==> config.mk <==
export PLATFORM = sky130hd
export DESIGN_NAME = filter_stream_sequencer
export DESIGN_NICKNAME = d
export VERILOG_FILES = /design/src/rtl/filter_stream_sequencer_pkg.sv /design/src/rtl/filter_stream_sequencer_edge_detect.sv /design/src/rtl/filter_stream_sequencer.sv
export SDC_FILE = /design/constraint.sdc
export NUM_CORES = 1
export LEC_CHECK = 0
export ABC_AREA = 1
export ABC_CLOCK_PERIOD_IN_PS = 2360
export BUFFER_PORTS_ARGS = -buffer_cell sky130_fd_sc_hd__buf_2
export CORE_UTILIZATION = 40
export CTS_CLUSTER_SIZE = 40
export DETAILED_ROUTE_END_ITERATION = 6
export PLACE_DENSITY = 0.62
export SYNTH_ARGS = -nofsm -noshare
export SYNTH_HDL_FRONTEND = slang
export SYNTH_SLANG_ARGS = --single-unit
==> constraint.sdc <==
create_clock -name clk -period 2.36 [get_ports clk]
set_input_delay 0.236 -clock clk [delete_from_list [all_inputs] [get_ports clk]]
set_output_delay 0.236 -clock clk [all_outputs]
set_load 0.02 [all_outputs]
==> src/rtl/filter_stream_sequencer_pkg.sv <==
// Shared definitions for the filter stream sequencer: state encoding,
// default pipeline latencies and a width helper for the board top level.
package filter_stream_sequencer_pkg;

    typedef enum logic [2:0] {
        ST_IDLE  = 3'd0,
        ST_CLEAR = 3'd1,
        ST_RUN   = 3'd2,
        ST_FLUSH = 3'd3,
        ST_DONE  = 3'd4
    } state_e;

    localparam int DEF_ROM_LAT  = 1;
    localparam int DEF_FILT_LAT = 1;

    function automatic int clog2_f(input int value);
        int result;
        result = 0;
        while ((32'sd1 <<< result) < value) begin
            result = result + 1;
        end
        return result;
    endfunction

endpackage

==> src/rtl/filter_stream_sequencer_edge_detect.sv <==
// Rising-edge detector for debounced button levels. The history register
// resets high so a level held through reset does not produce an edge.
module filter_stream_sequencer_edge_detect #(
    parameter int WIDTH = 1
) (
    input  logic             clk,
    input  logic             rst,
    input  logic [WIDTH-1:0] i_level,
    output logic [WIDTH-1:0] o_rise
);

    logic [WIDTH-1:0] r_prev;

    // Previous-level history for edge detection
    always_ff @(posedge clk or negedge rst) begin
        if (!rst) begin
            r_prev <= '1;
        end else begin
            r_prev <= i_level;
        end
    end

    assign o_rise = i_level & ~r_prev;

endmodule

==> src/rtl/filter_stream_sequencer.sv <==
// Single-clock run controller: clears the filter, streams ROM samples into it,
// writes latency-aligned results to the capture RAM and keeps a readout address.
module filter_stream_sequencer
    import filter_stream_sequencer_pkg::*;
#(
    parameter int DATA_BITS   = 8,
    parameter int ADDR_BITS   = 8,
    parameter int NUM_SAMPLES = 255,
    parameter int ROM_LAT     = DEF_ROM_LAT,
    parameter int FILT_LAT    = DEF_FILT_LAT
) (
    input  logic                 clk,
    input  logic                 rst,
    input  logic                 start,
    input  logic                 continuous,
    input  logic                 step_up,
    input  logic                 step_down,
    output logic [ADDR_BITS-1:0] o_rom_addr,
    input  logic [DATA_BITS-1:0] i_rom_data,
    output logic                 o_filt_clr,
    output logic                 o_filt_en,
    output logic [DATA_BITS-1:0] o_filt_in,
    input  logic [DATA_BITS-1:0] i_filt_out,
    output logic                 o_ram_we,
    output logic [ADDR_BITS-1:0] o_ram_waddr,
    output logic [DATA_BITS-1:0] o_ram_wdata,
    output logic [ADDR_BITS-1:0] o_rd_addr,
    output logic                 busy,
    output logic                 done
);

    localparam int PIPE = ROM_LAT + FILT_LAT;
    localparam int CW   = ADDR_BITS + 1;
    localparam logic [CW-1:0]        LAST_CNT  = CW'(NUM_SAMPLES - 1);
    localparam logic [CW-1:0]        CNT_ONE   = CW'(1);
    localparam logic [ADDR_BITS-1:0] LAST_ADDR = ADDR_BITS'(NUM_SAMPLES - 1);
    localparam logic [ADDR_BITS-1:0] ADDR_ONE  = ADDR_BITS'(1);

    logic [2:0]           w_rise;
    state_e               r_state;
    state_e               w_next;
    logic [CW-1:0]        r_rd_cnt;
    logic [CW-1:0]        r_wr_cnt;
    logic [PIPE-1:0]      r_vld;
    logic                 r_cont;
    logic                 r_filt_clr;
    logic                 r_busy;
    logic                 r_done;
    logic [DATA_BITS-1:0] r_filt_in;
    logic [ADDR_BITS-1:0] r_rd_addr;
    logic                 w_last_issue;
    logic                 w_last_write;

    filter_stream_sequencer_edge_detect #(.WIDTH(3)) u_edge (
        .clk     (clk),
        .rst     (rst),
        .i_level ({step_down, step_up, start}),
        .o_rise  (w_rise)
    );

    assign w_last_issue = (r_rd_cnt == LAST_CNT);
    assign w_last_write = r_vld[PIPE-1] && (r_wr_cnt == LAST_CNT);

    // Next-state decode; start edges outside IDLE/DONE are dropped
    always_comb begin
        w_next = r_state;
        case (r_state)
            ST_IDLE: begin
                if (w_rise[0]) w_next = ST_CLEAR;
                else           w_next = ST_IDLE;
            end
            ST_CLEAR: w_next = ST_RUN;
            ST_RUN: begin
                if (w_last_issue) w_next = ST_FLUSH;
                else              w_next = ST_RUN;
            end
            ST_FLUSH: begin
                if (w_last_write) w_next = ST_DONE;
                else              w_next = ST_FLUSH;
            end
            ST_DONE: begin
                if (r_cont || w_rise[0]) w_next = ST_CLEAR;
                else                     w_next = ST_DONE;
            end
            default: w_next = ST_IDLE;
        endcase
    end

    // State, status strobes, counters and the issue-tracking valid pipeline
    always_ff @(posedge clk or negedge rst) begin
        if (!rst) begin
            r_state    <= ST_IDLE;
            r_filt_clr <= 1'b0;
            r_busy     <= 1'b0;
            r_done     <= 1'b0;
            r_cont     <= 1'b0;
            r_rd_cnt   <= '0;
            r_wr_cnt   <= '0;
            r_vld      <= '0;
            r_filt_in  <= '0;
        end else begin
            r_state    <= w_next;
            r_filt_clr <= (w_next == ST_CLEAR);
            r_busy     <= (w_next == ST_CLEAR) || (w_next == ST_RUN) || (w_next == ST_FLUSH);
            r_done     <= (w_next == ST_DONE);
            if ((w_next == ST_DONE) && (r_state != ST_DONE)) r_cont <= continuous;
            else                                             r_cont <= r_cont;
            if (r_state == ST_CLEAR)    r_rd_cnt <= '0;
            else if (r_state == ST_RUN) r_rd_cnt <= r_rd_cnt + CNT_ONE;
            else                        r_rd_cnt <= r_rd_cnt;
            // Valid bit k is the issue from k+1 cycles ago
            r_vld <= {r_vld[PIPE-2:0], (r_state == ST_RUN)};
            if (r_state == ST_CLEAR)  r_wr_cnt <= '0;
            else if (r_vld[PIPE-1])   r_wr_cnt <= r_wr_cnt + CNT_ONE;
            else                      r_wr_cnt <= r_wr_cnt;
            if (r_vld[ROM_LAT-1]) r_filt_in <= i_rom_data;
            else                  r_filt_in <= r_filt_in;
        end
    end

    // Readout address stepping with wrap over the sample range
    always_ff @(posedge clk or negedge rst) begin
        if (!rst) begin
            r_rd_addr <= '0;
        end else if (w_rise[1] && !w_rise[2]) begin
            r_rd_addr <= (r_rd_addr == LAST_ADDR) ? '0 : r_rd_addr + ADDR_ONE;
        end else if (w_rise[2] && !w_rise[1]) begin
            r_rd_addr <= (r_rd_addr == '0) ? LAST_ADDR : r_rd_addr - ADDR_ONE;
        end else begin
            r_rd_addr <= r_rd_addr;
        end
    end

    assign o_rom_addr  = r_rd_cnt[ADDR_BITS-1:0];
    assign o_filt_clr  = r_filt_clr;
    assign o_filt_en   = r_vld[ROM_LAT-1];
    assign o_filt_in   = r_filt_in;
    assign o_ram_we    = r_vld[PIPE-1];
    assign o_ram_waddr = r_wr_cnt[ADDR_BITS-1:0];
    assign o_ram_wdata = r_vld[PIPE-1] ? i_filt_out : '0;
    assign o_rd_addr   = r_rd_addr;
    assign busy        = r_busy;
    assign done        = r_done;

endmodule

# Yosys cells after proc, flatten, opt, wreduce, memory -nomap -nowiden
# Index checks and enable logic that the tools add are counted.
# Widths: inputs -> output; s select.
# classes
div_mod_pow	0
bitwise	2
reduce_logical	14
mux	14
n_shift	0
eq_ne	12
n_lt_le_gt_ge	0
addsub	4
mul	0
# ops
op	n
$mux 8	5
$mux 9	4
$add 9x1->9 const B	2
$eq 9x8->1 const B	2
$pmux 3 s5	1
$eq 3x2->1 const B	4
$add 8x1->8 const B	1
$eq 8x8->1 const B	1
$logic_not 8->1	1
$sub 8x1->8 const B	1
$eq 3x1->1 const B	2
$eq 3x3->1 const B	2
$mux 3	2
$reduce_bool 2->1	3
$logic_and 1x1->1	4
$and 3x3->3	1
$logic_not 3->1	1
$logic_or 1x1->1	3
$ne 3x3->1 const B	1
$not 3->3	1
$logic_not 1->1	2
$mux 1	2
# totals
out_inout_bits	45
mem_bits_rw	0
rom_bits	0
mem_count	0
latchBits	0
reg_bits	46

# Longest topological paths before layout
# depth
word_depth	8
ltp_mapped	11

# By module
# A second synthesis with hierarchy kept.
# unflattened
hier_cells	334
area_unflattened_um2	2673.8
# by_module_without_submodules
module	seq_area_each_um2	instances	area_per_inst_um2	cells_each
filter_stream_sequencer	1076.0	1	2565.0	325
filter_stream_sequencer_edge_detect	78.8	1	108.9	9

# Worst setup path after synthesis
# Ideal clock, no wire load.
# synth_path
kind	register -> register
startpoint	register r_rd_addr[0], in the netlist o_rd_addr[0]
endpoint	register r_rd_addr[0], in the netlist o_rd_addr[0]
synth_period_minus_slack_ns	1.465
arrival_ns	1.334
setup_ns	0.130
path_stages_with_launch	10
setup_slack_ns	0.895
path_buffers	0
required_ns	2.230
cell_sequence	dfrtp_1 > inv_1 > ha_1 > inv_1 > nor3_1 > nand2_2 > nand2_1 > nand2_1 > nand3_1 > o21ai_0
# synth_via
elab_chain_cells	4
# synth_rtl
element	line_no	source
from (decl)	filter_stream_sequencer.sv:50	logic [ADDR_BITS-1:0] r_rd_addr;
from (signal assigned)	filter_stream_sequencer.sv:126	r_rd_addr <= (r_rd_addr == LAST_ADDR) ? '0 : r_rd_addr + ADDR_ONE;
from (signal assigned)	filter_stream_sequencer.sv:128	r_rd_addr <= (r_rd_addr == '0) ? LAST_ADDR : r_rd_addr - ADDR_ONE;
from (signal assigned)	filter_stream_sequencer.sv:130	r_rd_addr <= r_rd_addr;
$sub 8x1->8 or $logic_not 8->1 (tied branches)	filter_stream_sequencer.sv:128	
$mux 8	filter_stream_sequencer.sv:128	
$mux 8	filter_stream_sequencer.sv:127	end else if (w_rise[2] && !w_rise[1]) begin
$mux 8 *	filter_stream_sequencer.sv:125	end else if (w_rise[1] && !w_rise[2]) begin
# Every way passes the cells marked *; elsewhere a longest branch is shown, timed or not. The select of a mux whose other input is x is not followed.
# A chain may end at the register's enable or synchronous reset.

# Final worst setup path
# layout_path
startpoint	register u_edge.r_prev[1]
endpoint	register r_rd_addr[2], in the netlist o_rd_addr[2]
# layout_via
elab_chain_cells	5
# layout_rtl
element	line_no	source
from (decl)	filter_stream_sequencer_edge_detect.sv:12	logic [WIDTH-1:0] r_prev;
from (signal assigned)	filter_stream_sequencer_edge_detect.sv:19	r_prev <= i_level;
$not 3->3 *	filter_stream_sequencer_edge_detect.sv:23	assign o_rise = i_level & ~r_prev;
$and 3x3->3 *	filter_stream_sequencer_edge_detect.sv:23	
$logic_not 1->1	filter_stream_sequencer.sv:127	
$logic_and 1x1->1	filter_stream_sequencer.sv:127	
$reduce_bool 2->1 (no line)	-	
# Every way passes the cells marked *; elsewhere a longest branch is shown, timed or not.

==> qor.txt <==
unrepaired setup endpoints after global routing - false
Reg clk slew, reported paths - 90 ps
Tot GR Track Use - 0.173
worst slew pin tran - 415 ps
Fin Setup TNS - 0 ps
post-synthesis simple-gate area fraction - 0.237
clk sinks - 46
starting density of the core - 0.413
Worst setup startpoint - u_edge.r_prev[1]
row cnt - 29
Synth Instances - 329
Port Buffers - 66
commonest non-fill, non-tap cell in the layout - nand2_1
TritonRoute pass-1 iters - 4
area delta synth->final - 15.8%
Final Util - 0.479
clk root buf - clkbuf_8
crit start category - flop
initial antenna violation count - 0
largest family of logic cells by synthesized area - simple AND/OR/NAND/NOR gates
GPL Wtd Cong - 0.881
Wirelength per Cell - 11.3 µm
post-synthesis adder-cell area fraction - 0.0431
vias in the first global route - 1995
Clock Skews - 6.37 ps
Crit Path Class - flop to flop
IO Count - 67
most frequent cells in the layout - nand2_1, buf_2, dfrtp_1, inv_1, nor2_1
syn nets - 360
Slew Limit Fails - 0
number of distinct library cells after synthesis - 35
global-route wire length before repair - 9040 µm
largest net degree at the start of global routing - 18
Worst Hold End - u_edge.r_prev[0]
Max-Cap Viols - 0
sequential fraction of the synthesis area - 0.442
Synth Area in XOR/XNOR - 0.00671
Fill cells - 655
fin crit period - 1650 ps
peak fanout along the critical path - 11
hold path cells - 1
synth top area cells - dfrtp_1, nand2_1, inv_1, buf_4, ha_1
Setup Viol. Count Final - 0
layout cells sized above 1 - 0.257
status - finished clean
Highest Clock Rate - 605 MHz
drc violations - 0
Num CTS Buffers - 5
core area - 6310 µm²
critical path data arrival time - 1850 ps
Slew headroom - 0.723
nets@finish - 415
top cell type's share of synthesized area - 0.412
FF-to-FF path depth - 6
Reg2Reg Launch Point - u_edge.r_prev[1]
post-synthesis register bit count - 46
Max VDD drop - 0.717 mV
Max clock buf depth - 2
hold crit path type - input pin to flop
Final Hold Fails - 0
Synth Cell Area - 2610 µm²
Via density - 4.70
Routed Antenna Nets - 0
cell taking the most area after synthesis - dfrtp_1
Die Span Y - 82.8 µm
final cycle utilization of the critical path - 0.701
Warnings, synthesis - 0
die area - 6850 µm²
total wire length - 5240 µm
Synth Area in Compound Gates - 0.108
Syn Area/Cell - 7.93 µm²
leakage - 1.62 nW
initial DRC count - 121
global route total overflow - 0
Die Span X - 82.8 µm
Clock Latency Late Sink - 300 ps
PostCTS Resize Cnt - 0
Antenna diodes - 0
htree depth - 2
crit path capture type - flop
CTS tree - built
reg-to-reg setup timing slack - 710 ps
pwr/cell area - 1190 nW/µm²
Final HPWL DP - 3960 µm
WP data required - 2560 ps
mux contribution to synthesized area - 0.0345
reg2reg end - o_rd_addr[2]
total number of vias - 2171
Hold Path Origin - start
-- synthesized netlist by cell type, drive strengths merged --
cell,count
nand2,84
dfrtp,43
mux2,8
o211ai,2
clkinv,2
inv,44
buf,21
nand3,20
clkbuf,1
a21oi,17
o21a,1
nor3b,1
ha,9
or2,1
a31oi,3
xor2,1
nand4,3
o21ai,25
a22oi,2
dfstp,3
nor2,29
nor3,5
nor4,1
o31ai,2
xnor2,1
-- logic make-up after synthesis --
logic type,count (synthesis)
and+or+nand+nor,144
buffers and inverters,68
AOI/OAI and AO/OA,52
DFF,46
adders and majority gates,9
muxes,8
xor gates and xnor gates,2
-- state kept, by name, summed over array words and instances (netlist names) --
register and flops:
r_rd_cnt 9, r_wr_cnt 9, o_filt_in 8, o_rd_addr 8, r_state 3, u_edge.r_prev 3
r_vld 2, busy 1, done 1, o_filt_clr 1, r_cont 1
-- what timing repair did --
item | 4_1_cts | 5_1_grt
endpoints found under the hold margin | 12 | 0
hold buffers | 1 | 0
setup endpoints to repair | 0 | 0
setup buffers | 0 | 0
-- cell type report --
type / count / area, µm² / area share
clock inverters: 3 / 43.8 / 0.0145
clock buffers: 5 / 68.8 / 0.0228
repair buffers: 70 / 363 / 0.120
inverters: 46 / 175 / 0.0580
multi-input cells: 215 / 1120 / 0.371
flip-flops and latches: 46 / 1150 / 0.382
well taps: 77 / 96.3 / 0.0319
-- power breakdown --
part	switching (mW)	total (mW)	internal (mW)
clock network	0.277	0.594	0.318
logic	1.04	1.63	0.596
registers	0.323	1.36	1.04
total	1.64	3.59	1.95
-- worst max-delay path by stage --
stage | cells past startpoint | endpoint | slack, ps
floorplan | 9 | o_rd_addr[0] | 900
global placement | 6 | o_rd_addr[2] | 790
detailed placement | 6 | o_rd_addr[2] | 730
CTS | 6 | o_rd_addr[2] | 710
global route | 9 | o_rd_addr[1] | 560
finish | 6 | o_rd_addr[2] | 710
-- stage by stage --
stage / instance area (µm²) / setup slack (ps) / power [mW] / hold WS (ps) / std cells
floorplan: 2610 / 895 / 2.62 / -59.6 / 329
global placement: 2900 / 788 / 3.01 / 154 / 453
detailed placement: 2900 / 733 / 3.02 / 149 / 453
CTS: 3020 / 714 / 3.63 / 22.2 / 462
global route: 3020 / 558 / 3.94 / 17.1 / 462
finish: 3020 / 706 / 3.59 / 34.0 / 462
-- worst max-delay path, stage by stage, from the launching register on --
cell	delay (ps)
dfstp_2	520
nor2_1	40
ha_1	360
inv_1	280
o21ai_0	150
a21oi_1	140
nor2_1	50
-- layer usage --
metal  GRT usage  vias to the layer above  share of wire
li1            -                     1150              -
met1       0.242                      965           0.51
met2       0.263                       48           0.43
met3      0.0426                        8          0.048
met4      0.0500                        0          0.015
met5           0                        -              0
(Power assumes the default switching activity.)
